File: src/rtl/fifo_if_pkg.sv
// Shared sizing helpers for the FIFO write packer.
// Holds the lane ratio, lane-counter width and the width legality check.
package fifo_if_pkg;

    localparam int DEF_WIDTH_IN  = 32;
    localparam int DEF_WIDTH_OUT = 256;

    // Number of input lanes in one packed FIFO word.
    function automatic int calc_ratio(input int win, input int wout);
        return wout / win;
    endfunction

    // Lane counter width; never narrower than one bit.
    function automatic int lane_bits(input int ratio);
        return (ratio <= 2) ? 1 : $clog2(ratio);
    endfunction

    // Output width must be a whole multiple (at least 2x) of the input width.
    function automatic bit width_ok(input int win, input int wout);
        if (win <= 0) return 1'b0;
        if ((wout % win) != 0) return 1'b0;
        return (wout / win) >= 2;
    endfunction

endpackage

File: src/rtl/fifo_wr_packer.sv
// Packs narrow input words into wide FIFO write words (lane 0 first).
// Ports: clk, rst_n (sync, active-low), s_data/s_valid/s_last/s_ready input
//   stream, fifo_wrdata/fifo_wren/fifo_full write side, wr_count write tally.
module fifo_wr_packer
    import fifo_if_pkg::*;
#(
    parameter int WIDTH_IN  = DEF_WIDTH_IN,
    parameter int WIDTH_OUT = DEF_WIDTH_OUT
) (
    input  logic                 clk,
    input  logic                 rst_n,
    input  logic [WIDTH_IN-1:0]  s_data,
    input  logic                 s_valid,
    input  logic                 s_last,
    output logic                 s_ready,
    output logic [WIDTH_OUT-1:0] fifo_wrdata,
    output logic                 fifo_wren,
    input  logic                 fifo_full,
    output logic [31:0]          wr_count
);

    localparam int RATIO = calc_ratio(WIDTH_IN, WIDTH_OUT);
    localparam int LW    = lane_bits(RATIO);
    localparam logic [LW-1:0] LANE_MAX = LW'(RATIO - 1);

    generate
        if (!width_ok(WIDTH_IN, WIDTH_OUT)) begin : g_bad_width
            $error("fifo_wr_packer: WIDTH_OUT must be a multiple >= 2 of WIDTH_IN");
        end
    endgenerate

    logic [LW-1:0]        lane;
    logic [WIDTH_OUT-1:0] pack_data;
    logic [WIDTH_OUT-1:0] pack_nxt;
    logic [WIDTH_OUT-1:0] out_data;
    logic                 pack_full;
    logic                 out_vld;
    logic                 accept;
    logic                 complete;
    logic                 wr_fire;
    logic                 out_free;
    int                   lane_base;

    // s_ready depends on registered state only.
    assign s_ready  = !pack_full;
    assign accept   = s_valid && !pack_full;
    assign complete = accept && (s_last || (lane == LANE_MAX));
    assign wr_fire  = out_vld && !fifo_full;
    assign out_free = !out_vld || wr_fire;

    assign fifo_wren   = wr_fire;
    assign fifo_wrdata = out_data;

    // Lane 0 starts from zero, so short (s_last) words have clean upper lanes
    // and a stale held word never leaks into the next one.
    always_comb begin
        lane_base = int'(lane) * WIDTH_IN;
        pack_nxt  = (lane == '0) ? '0 : pack_data;
        pack_nxt[lane_base +: WIDTH_IN] = s_data;
    end

    always_ff @(posedge clk) begin
        if (!rst_n) begin
            lane      <= '0;
            pack_data <= '0;
            out_data  <= '0;
            out_vld   <= 1'b0;
            pack_full <= 1'b0;
            wr_count  <= '0;
        end else begin
            if (wr_fire) begin
                wr_count <= wr_count + 32'd1;
            end
            if (accept) begin
                lane <= complete ? '0 : lane + LW'(1);
            end
            if (pack_full) begin
                // Held word moves as soon as the output slot frees.
                if (out_free) begin
                    out_data  <= pack_data;
                    out_vld   <= 1'b1;
                    pack_full <= 1'b0;
                end
            end else if (complete) begin
                if (out_free) begin
                    out_data <= pack_nxt;
                    out_vld  <= 1'b1;
                end else begin
                    pack_data <= pack_nxt;
                    pack_full <= 1'b1;
                end
            end else begin
                if (accept) begin
                    pack_data <= pack_nxt;
                end
                if (wr_fire) begin
                    out_vld <= 1'b0;
                end
            end
        end
    end

endmodule
File: config.mk
export PLATFORM = sky130hd
export DESIGN_NAME = fifo_wr_packer
export DESIGN_NICKNAME = d
export VERILOG_FILES = /design/src/rtl/fifo_if_pkg.sv /design/src/rtl/fifo_wr_packer.sv
export SDC_FILE = /design/constraint.sdc
export NUM_CORES = 1
export LEC_CHECK = 0
export BUFFER_PORTS_ARGS = -buffer_cell sky130_fd_sc_hd__buf_4
export CORE_MARGIN = 2
export CORE_UTILIZATION = 35
export DETAILED_ROUTE_END_ITERATION = 8
export SLEW_MARGIN = 15
export SYNTH_ARGS = -nofsm -noshare
export SYNTH_HDL_FRONTEND = slang
export SYNTH_SLANG_ARGS = --single-unit
File: constraint.sdc
create_clock -name clk -period 6.29 [get_ports clk]
set_input_delay 0.3145 -clock clk [delete_from_list [all_inputs] [get_ports clk]]
set_output_delay 0.3145 -clock clk [all_outputs]
set_load 0.01 [all_outputs]
==> impl_metrics.tcl <==
set metrics [dict create \
    dpl_cell_area_mm2 0.0236 \
    place_inst 3108 \
    p_total_w 0.00810 \
    r2r_slack_ns 2.32 \
    ant_nets 0 \
    setup_viol 0 \
    fillers 5675 \
    cp_data_required_time_ns 6.87 \
    reg2reg_depth 8 \
    wl_per_cell_um 23.5 \
    drt_iter0_markers 1874 \
    reg2reg_to "pack_data[250]" \
    area_growth_pct 22.6 \
    finalCritPeriodShare_pct 63.2 \
    postCtsHoldBufs 0 \
    finalMaxSlewViolations 0 \
    crit_chain "inv_1 > ha_1 > ha_1 > nand4bb_1 > or4b_1 > nor3_4 > buf_4 > a22o_1" \
    dieArea_mm2 0.0618 \
    min_from "s_data[30]" \
    grt.overflow.total 0 \
    cap_violations 0 \
    port_buffers 326 \
    worst_hold_path_type "input pin to flop" \
    critical-path-max-stage-delay_ns 0.69 \
    worstPathMaxFanout 21 \
    synth_cell_types 56 \
    drc 16 \
    antennaDiodeCount 0 \
    setup.worst_path.start_class "flop" \
    reg2reg_from "lane[0]" \
    clk_pin_slew_worst_paths_ns 0.06 \
    synth_seq_cells 549 \
    p_leak_nw 10.2 \
    yosys.area.top_type "dfxtp_1" \
    fmax_mhz 252 \
    ir_drop_mv 0.227 \
    final_common_cell "dfxtp_1" \
    violations "DRC" \
    power_density_mw_per_mm2 315 \
    async_reset_ff_share_pct 0 \
    fin_skew_ns 0.0265 \
    min_period_ns 3.97 \
    antenna_found_initial 0 \
    end_kind "flop" \
    vias 19032 \
    groute.usage.overall_pct 23.3 \
    synth_flop_cell "dfxtp_1" \
    routed_wl_um 75500 \
    tritoncts "done" \
    ys_seq_area_share_pct 52.5 \
    core_mm2 0.0591 \
    avgSynthCellArea_um2 9.25 \
    ios 327 \
    cts_resized 0 \
    status "complete, but fails checks" \
    routed_via_density 5.92 \
    hold_viol 0 \
    cts_max_level 2 \
    cp.arrival_ns 4.55 \
    ys_warn_count 0 \
    postCtsSetupBuffers 0 \
    min_to "pack_data[94]" \
    worst_pin_slew_ns 1.23 \
    grt_pass1_wl_um 113000 \
    syn_inst 2265 \
    setup_tns_ns 0 \
    drive_gt1_share_pct 20.1 \
    synth_nets 2310 \
    critPathKind "flop to flop" \
    first_pass_iters 9 \
    mostFrequentLayoutCells "548 x dfxtp_1, 351 x o21ai_0, 351 x buf_4" \
    syn-cell-area_mm2 0.0209 \
    fin_cells 3214 \
    place.gp.congestion 0.825 \
    cts_root_buf "clkbuf_16" \
    dp_hpwl_um 45900 \
    ys_top_cells_by_area "dfxtp_1 52%, o21ai_0 8.4%, a22o_1 8.0%" \
    yosysTopAreaCellShare_pct 52.5 \
    hold_depth 2 \
    critPathMostFrequentCell "ha_1" \
    slowest_stage "dfxtp_1" \
    grt_pass1_vias 18046 \
    fin_nets 2439 \
    clock_latency_ns 0.65 \
    final_area_mm2 0.0257 \
    rsz0062_at_grt "no" \
    clock-sinks 549 \
    cts_made_buffers 57 \
    post-route-util_pct 43.4 \
    die_w_um 249 \
    synth-edff-count 0 \
    maxSlewHeadroom_pct 17.7 \
    clockBufferDepth 3 \
    start_util_pct 35.4 \
    row_count 89 \
    dieHeight_um 249 \
    grt_max_degree 188 \
]
==> worst max-delay path: cells and delay by family, from the launching register on <==
family                     cells  cell delay (ns)
DFF                            1             0.69
adders and majority gates      2             0.80
AOI/OAI and AO/OA              1             0.19
buffers and inverters          2             0.64
and+or+nand+nor                3             1.58
==> power by group <==
part           internal (W)  switching (W)  total [W]
clock network       0.00213        0.00148    0.00361
registers           0.00359      0.0000785    0.00367
logic              0.000268       0.000553   0.000821
total               0.00599        0.00211    0.00810
==> worst max-delay path by stage <==
stage,from,to,slack (ns),cells past startpoint
2_1_floorplan,lane[0],fifo_wrdata[191],3.59,10
3_3_place_gp,lane[0],pack_data[208],2.37,7
3_5_place_dp,lane[0],pack_data[207],2.14,7
4_1_cts,lane[0],pack_data[208],2.11,7
5_1_grt,lane[0],pack_data[208],2.09,7
6_report,lane[0],pack_data[250],2.32,8
==> area by class of cell <==
cell class,instances,area [um^2],area share (%)
flip-flops and latches,549,11000,42.8
multi-input cells,1420,8970,34.9
repair buffers,355,2690,10.5
clock buffers,85,1700,6.63
well taps,773,967,3.77
clock inverters,21,318,1.24
inverters,11,42.5,0.166
==> synthesized netlist by cell type (5+ instances only) <==
master / instances
nand2_1: 23
clkbuf_1: 194
dfxtp_1: 549
nor4_1: 5
and3_1: 6
ha_1: 8
a22oi_1: 33
a221oi_1: 191
buf_2: 62
nand2b_1: 17
nor2_1: 250
inv_1: 10
xnor2_1: 7
nand3_1: 45
and4_1: 5
nand4_1: 19
nand3b_1: 5
buf_1: 28
a21oi_1: 173
a22o_1: 192
o21ai_0: 351
mux2i_1: 15
nor3_1: 17
==> flip-flops by register name, summed over array words and instances (netlist names) <==
register / cells
pack_full: 1
out_vld: 1
lane: 3
pack_data: 256
wr_count: 32
fifo_wrdata: 256
==> kinds of logic after synthesis <==
logic type | synth area share (%)
AO/OA/AOI/OAI | 30.7
XOR/XNOR | 0.460
adder cells (fa/ha/maj) | 0.478
buffers and inverters | 5.69
flip-flops | 52.5
multiplexers | 0.717
AND/OR/NAND/NOR | 9.44
==> per-layer routing <==
layer	wire length, um	GRT usage (%)
met2	34700	37.4
met4	2930	9.49
met5	0	0
met3	5060	4.29
met1	32900	30.8
==> stage by stage <==
step | worst slack, ns | hold WS (ns)
floorplan | 3.59 | 0.442
global placement | 2.37 | 0.450
detailed placement | 2.14 | 0.455
CTS | 2.11 | 0.00720
global route | 2.09 | 0.0157
finish | 2.32 | 0.0340
Power figures use the tool's default switching activity.
